`config.mk`:
```
export PLATFORM = sky130hd
export DESIGN_NAME = imem_loader
export DESIGN_NICKNAME = d
export VERILOG_FILES = /design/src/rtl/ooo_pkg.sv /design/src/rtl/imem_loader_byte_packer.sv /design/src/rtl/imem_loader.sv
export SDC_FILE = /design/constraint.sdc
export NUM_CORES = 1
export LEC_CHECK = 0
export ABC_AREA = 1
export CAP_MARGIN = 20
export CORE_MARGIN = 2
export CORE_UTILIZATION = 35
export DETAILED_ROUTE_END_ITERATION = 10
export SLEW_MARGIN = 0
export SYNTH_ARGS = -nofsm -noshare
export SYNTH_HDL_FRONTEND = slang
export SYNTH_SLANG_ARGS = --single-unit
```
`constraint.sdc`:
```
create_clock -name clk -period 2.1 [get_ports clk]
set_clock_uncertainty 0.1 [all_clocks]
set_input_delay 0.315 -clock clk [delete_from_list [all_inputs] [get_ports clk]]
set_output_delay 0.315 -clock clk [all_outputs]
set_load 0.005 [all_outputs]
```
`src/rtl/ooo_pkg.sv`:
```
// Shared constants and types for the instruction-memory side of the OoO core.
package ooo_pkg;

  localparam int unsigned IMEM_ADDR_W = 9;
  localparam int unsigned IMEM_DEPTH  = 2 ** IMEM_ADDR_W;

  // addi x0,x0,0
  localparam logic [31:0] NOP_WORD = 32'h0000_0013;

  typedef enum logic [2:0] {
    IDLE,
    FILL,
    LOAD,
    HOLD,
    DONE
  } imem_loader_state_e;

endpackage

```
`src/rtl/imem_loader_byte_packer.sv`:
```
// Collects a little-endian byte stream into 32-bit words. A word is emitted
// one cycle after its 4th byte, or after a byte marked last (zero-padded).
module byte_packer (
  input  logic        clk,
  input  logic        rst,
  input  logic        clear,
  input  logic        take,
  input  logic [7:0]  data,
  input  logic        last,
  output logic        word_valid,
  output logic [31:0] word,
  output logic        partial
);

  logic [1:0]  lane;
  logic [23:0] low;
  logic [31:0] assembled;

  // Place the incoming byte above the lanes already collected.
  always_comb begin
    assembled = '0;
    unique case (lane)
      2'd0:    assembled = {24'h0, data};
      2'd1:    assembled = {16'h0, data, low[7:0]};
      2'd2:    assembled = {8'h0, data, low[15:0]};
      default: assembled = {data, low};
    endcase
  end

  // Lane counter, collected bytes and the registered word output.
  always_ff @(posedge clk or negedge rst) begin
    if (!rst) begin
      lane       <= '0;
      low        <= '0;
      word_valid <= 1'b0;
      word       <= '0;
      partial    <= 1'b0;
    end else if (clear) begin
      lane       <= '0;
      low        <= '0;
      word_valid <= 1'b0;
      partial    <= 1'b0;
    end else begin
      word_valid <= 1'b0;
      if (take) begin
        if (lane == 2'd3 || last) begin
          word_valid <= 1'b1;
          word       <= assembled;
          partial    <= (lane != 2'd3);
          lane       <= '0;
          low        <= '0;
        end else begin
          unique case (lane)
            2'd0:    low[7:0]   <= data;
            2'd1:    low[15:8]  <= data;
            default: low[23:16] <= data;
          endcase
          lane <= lane + 2'd1;
        end
      end
    end
  end

endmodule

```
`src/rtl/imem_loader.sv`:
```
// Loads the instruction BRAM from a byte stream: NOP-fills the whole memory,
// writes the streamed words from address 0, then releases the core reset
// a fixed number of cycles later.
module imem_loader
  import ooo_pkg::*;
#(
  parameter int unsigned ADDR_W   = IMEM_ADDR_W,
  parameter int unsigned DEPTH    = IMEM_DEPTH,
  parameter logic [31:0] NOP_WORD = ooo_pkg::NOP_WORD,
  parameter int unsigned RST_HOLD = 10
) (
  input  logic              clk,
  input  logic              rst,
  input  logic              start,
  input  logic              byte_valid,
  input  logic [7:0]        byte_data,
  input  logic              byte_last,
  output logic              byte_ready,
  output logic              mem_we,
  output logic [ADDR_W-1:0] mem_addr,
  output logic [31:0]       mem_wdata,
  output logic              core_rst,
  output logic              done,
  output logic [ADDR_W:0]   word_count,
  output logic              err_partial,
  output logic              err_overflow
);

  localparam int unsigned        HOLD_W     = $clog2(RST_HOLD + 1);
  localparam logic [ADDR_W-1:0]  LAST_ADDR  = ADDR_W'(DEPTH - 1);
  localparam logic [ADDR_W:0]    FULL_COUNT = (ADDR_W + 1)'(DEPTH);
  localparam logic [HOLD_W-1:0]  HOLD_LAST  = HOLD_W'(RST_HOLD - 1);

  imem_loader_state_e state, state_next;

  logic [ADDR_W-1:0] addr;
  logic [HOLD_W-1:0] hold_cnt;
  logic              take;
  logic              restart;
  logic              full;
  logic              ld_write;
  logic              pk_valid;
  logic              pk_partial;
  logic [31:0]       pk_word;

  assign take     = byte_valid & byte_ready;
  assign restart  = start & ((state == IDLE) | (state == DONE));
  assign full     = (word_count == FULL_COUNT);
  // A completed word arriving with the memory already full is dropped.
  assign ld_write = pk_valid & ~full;

  byte_packer u_packer (
    .clk        (clk),
    .rst        (rst),
    .clear      (restart),
    .take       (take),
    .data       (byte_data),
    .last       (byte_last),
    .word_valid (pk_valid),
    .word       (pk_word),
    .partial    (pk_partial)
  );

  // State register.
  always_ff @(posedge clk or negedge rst) begin
    if (!rst) state <= IDLE;
    else      state <= state_next;
  end

  // Sequencing: fill, stream, hold core in reset, run.
  always_comb begin
    state_next = state;
    unique case (state)
      IDLE: if (start)                 state_next = FILL;
      FILL: if (addr == LAST_ADDR)     state_next = LOAD;
      LOAD: if (take && byte_last)     state_next = HOLD;
      HOLD: if (hold_cnt == HOLD_LAST) state_next = DONE;
      DONE: if (start)                 state_next = FILL;
      default:                         state_next = IDLE;
    endcase
  end

  // Memory port and core control are decoded from registered state.
  always_comb begin
    mem_we    = (state == FILL) | ld_write;
    mem_addr  = addr;
    mem_wdata = (state == FILL) ? NOP_WORD : pk_word;
    core_rst  = (state != DONE);
    done      = (state == DONE);
  end

  // Address, word counter, hold counter, sticky errors and byte_ready.
  always_ff @(posedge clk or negedge rst) begin
    if (!rst) begin
      byte_ready   <= 1'b0;
      addr         <= '0;
      hold_cnt     <= '0;
      word_count   <= '0;
      err_partial  <= 1'b0;
      err_overflow <= 1'b0;
    end else begin
      byte_ready <= (state_next == LOAD);
      hold_cnt   <= (state == HOLD) ? hold_cnt + 1'b1 : '0;
      if (restart) begin
        addr         <= '0;
        word_count   <= '0;
        err_partial  <= 1'b0;
        err_overflow <= 1'b0;
      end else if (state == FILL) begin
        addr <= (addr == LAST_ADDR) ? '0 : addr + 1'b1;
      end else if (pk_valid) begin
        if (pk_partial) err_partial <= 1'b1;
        if (full) begin
          err_overflow <= 1'b1;
        end else begin
          word_count <= word_count + 1'b1;
          // Saturate on the last word so the address never wraps to 0.
          if (addr != LAST_ADDR) addr <= addr + 1'b1;
        end
      end
    end
  end

endmodule

```
==> results.sh <==
export IMPL_status="finished clean"
export IMPL_finalWirelength_um=12000
export IMPL_synth_most_common_cell="nand2_1"
export IMPL_cts_tree="built"
export IMPL_syn_to_final_growth_pct=30.1
export IMPL_portBuffers=69
export IMPL_final_setup_tns_ns=0
export IMPL_synth_distinct_cells=35
export IMPL_leakage_uw=0.00319
export IMPL_synth_ff_type="dfrtp_1"
export IMPL_cp_end_kind="output port"
export IMPL_fillers=1274
export IMPL_synth_top_area_share_pct=47.3
export IMPL_wl_per_cell_um=13.8
export IMPL_ys_seq_area_share_pct=47.3
export IMPL_antenna_left=0
export IMPL_synthArstFlopShare_pct=100
export IMPL_post_dp_hpwl_um=8390
export IMPL_clock_root_buffer="clkbuf_16"
export IMPL_powerDensity_nw_per_um2=811
export IMPL_track_usage_pct=17.6
export IMPL_path_max_fanout=6
export IMPL_vias=4221
export IMPL_nNetsFinal=712
export IMPL_yosys_top_cells_area="dfrtp_1, nand2_1, inv_1"
export IMPL_regArea_um2=2230
export IMPL_die_area_um2=14400
export IMPL_critical_path_class="reg2out"
export IMPL_r2r_slack_ns=0.13
export IMPL_crit_required_ns=1.68
export IMPL_multi_input_area_um2=2000
export IMPL_tightest_slew_ns=0.407
export IMPL_syn_area_per_cell_um2=7.90
export IMPL_synth_cells=596
export IMPL_start_util_pct=35.7
export IMPL_syn_nets=619
export IMPL_clk_latency_ns=0.34
export IMPL_drt_iter0_drc=262
export IMPL_cts_sinks=89
export IMPL_drtPass1Iterations=5
export IMPL_clkSlewWorstSetupHoldPaths_ns=0.07
export IMPL_synth_edf_count=0
export IMPL_vias_per_cell=4.85
export IMPL_netlist_top_cells_count="nand2_1, dfrtp_1, inv_1"
export IMPL_rsz0062_at_grt="yes"
export IMPL_pin_count=70
export IMPL_gp_congestion=0.868
export IMPL_layout_drive_gt1_share_pct=11.4
export IMPL_max_cap_violations=0
export IMPL_clock_fmax_mhz=485
export IMPL_max_vdd_ir_drop_uv=355
export IMPL_setup_viol=0
export IMPL_core_area_um2=13200
export IMPL_clockBufferDepth=2
export IMPL_grt_pass1_vias=4163
export IMPL_start_kind="flip-flop"
export IMPL_netlist_area_um2=4710
export IMPL_ys_warnings_count=0
export IMPL_power_uw=4970
export IMPL_grt_pass1_wl_um=20400
export IMPL_hold_viol=0
export IMPL_post_route_period_util_pct=98.2
export IMPL_antenna_found_initial=0
export IMPL_n_antenna_cell=0
export IMPL_yosys_area_top_type="dfrtp_1"
export IMPL_numCtsBuffers=9
export IMPL_fp_dieH_um=120
export IMPL_slew_violations=0
export IMPL_ys_ff_latch=89
export IMPL_relSlewSlack_pct=72.7
export IMPL_die_w_um=120
export IMPL_drc=0
export IMPL_grt_overflow=0
export IMPL_cts_max_level=3
export IMPL_rows=42
export IMPL_cp_arrival_ns=1.65
export IMPL_fin_crit_ns=2.06
export IMPL_grt_max_degree=57
export IMPL_hold_path_class="in2async"
[where the power goes]
| group | internal (uW) | switching [uW] | total [uW] |
|---|---|---|---|
| Clock | 923 | 695 | 1620 |
| Combinational | 557 | 608 | 1160 |
| Sequential | 1990 | 192 | 2190 |
[critical path, cell delays in order, from the launching register on]
cell and delay, ns:
dfrtp_1 0.41, inv_2 0.10, nand3_4 0.14, buf_16 0.18, buf_4 0.16, o21ai_1 0.09, clkdlybuf4s15_1 0.22
[kinds of logic (layout without fill, tap and decap cells)]
kind of cell / after synthesis / after routing / synth area share, %
buffers and inverters: 111 / 209 / 10.4
adders and majority gates: 10 / 10 / 2.66
DFF: 89 / 89 / 47.3
and+or+nand+nor: 278 / 278 / 26.1
xor gates and xnor gates: 8 / 8 / 1.49
AOI/OAI and AO/OA: 100 / 100 / 12.0
[path summary, 6_finish.rpt]
check	to	from	cells after the start
min in group clk	u_packer.low[6]$_DFFE_PN0P_	u_packer.low[6]$_DFFE_PN0P_	2
min	mem_addr[0]$_DFFE_PN0P_	rst	2
max reg2reg	mem_addr[6]$_DFFE_PN0P_	mem_addr[0]$_DFFE_PN0P_	11
max in group asynchronous	state[0]$_DFF_PN0_	rst	3
min reg2reg	u_packer.low[6]$_DFFE_PN0P_	u_packer.low[6]$_DFFE_PN0P_	2
max	mem_we	state[2]$_DFF_PN0_	6
[layout by cell type (no fill, tap or decap), drive strengths merged]
| master | n |
|---|---|
| nand2 | 142 |
| dfrtp | 89 |
| inv | 88 |
| nor2 | 71 |
| nand3 | 57 |
| o21ai | 55 |
| buf | 36 |
| clkdlybuf4s50 | 33 |
| a21oi | 30 |
| dlygate4sd2 | 29 |
| a31oi | 10 |
| ha | 10 |
| clkbuf | 10 |
| xor2 | 7 |
| nor3 | 6 |
| clkinv | 5 |
| dlymetal6s2s | 3 |
| clkdlybuf4s15 | 3 |
| o22ai | 2 |
| o31ai | 1 |
| xnor2 | 1 |
| nand3b | 1 |
| or2 | 1 |
| a22o | 1 |
| a32oi | 1 |
| bufinv | 1 |
| dlygate4sd3 | 1 |
[registers in the layout (all words and copies together), names as in the netlist]
register / cells
byte_ready: 1
err_overflow: 1
err_partial: 1
hold_cnt: 4
mem_addr: 9
state: 3
u_packer.lane: 2
u_packer.low: 24
u_packer.partial: 1
u_packer.word: 32
u_packer.word_valid: 1
word_count: 10
[repair_timing]
action	4_1_cts	5_1_grt
setup endpoints to repair	33	13
gates cloned	1	1
resized for setup	38	10
setup buffers	6	7
pin swaps	0	2
endpoints found under the hold margin	89	0
hold buffers	1	0
[per-stage QoR]
| step | std cells | instance area (um^2) | worst slack [ns] | hold slack [ns] | util, % |
|---|---|---|---|---|---|
| CTS | 862 | 6000 | -0.0611 | 0.216 | 45.5 |
| finish | 870 | 6130 | 0.0373 | 0.224 | 46.5 |
| global placement | 838 | 5650 | 0.159 | 0.0172 | 42.9 |
| floorplan | 596 | 4710 | 0.216 | -0.0806 | - |
| global route | 870 | 6130 | -0.0342 | 0.223 | 46.5 |
| detailed placement | 838 | 5650 | 0.110 | 0.0180 | 42.9 |
[area by class of cell]
| class | count | area share [%] |
|---|---|---|
| clock inverters | 7 | 1.10 |
| repair buffers | 106 | 17.1 |
| inverters | 87 | 5.41 |
| clock buffers | 9 | 3.67 |
| flip-flops and latches | 89 | 36.4 |
| multi-input cells | 396 | 32.7 |
| well taps | 176 | 3.59 |
[per-layer routing]
metal / GRT usage, % / wire [um]
met1: 22.5 / 5390
met2: 29.7 / 5980
met3: 4.09 / 535
met4: 5.00 / 113
met5: 0 / 0
(Power assumes the default switching activity.)
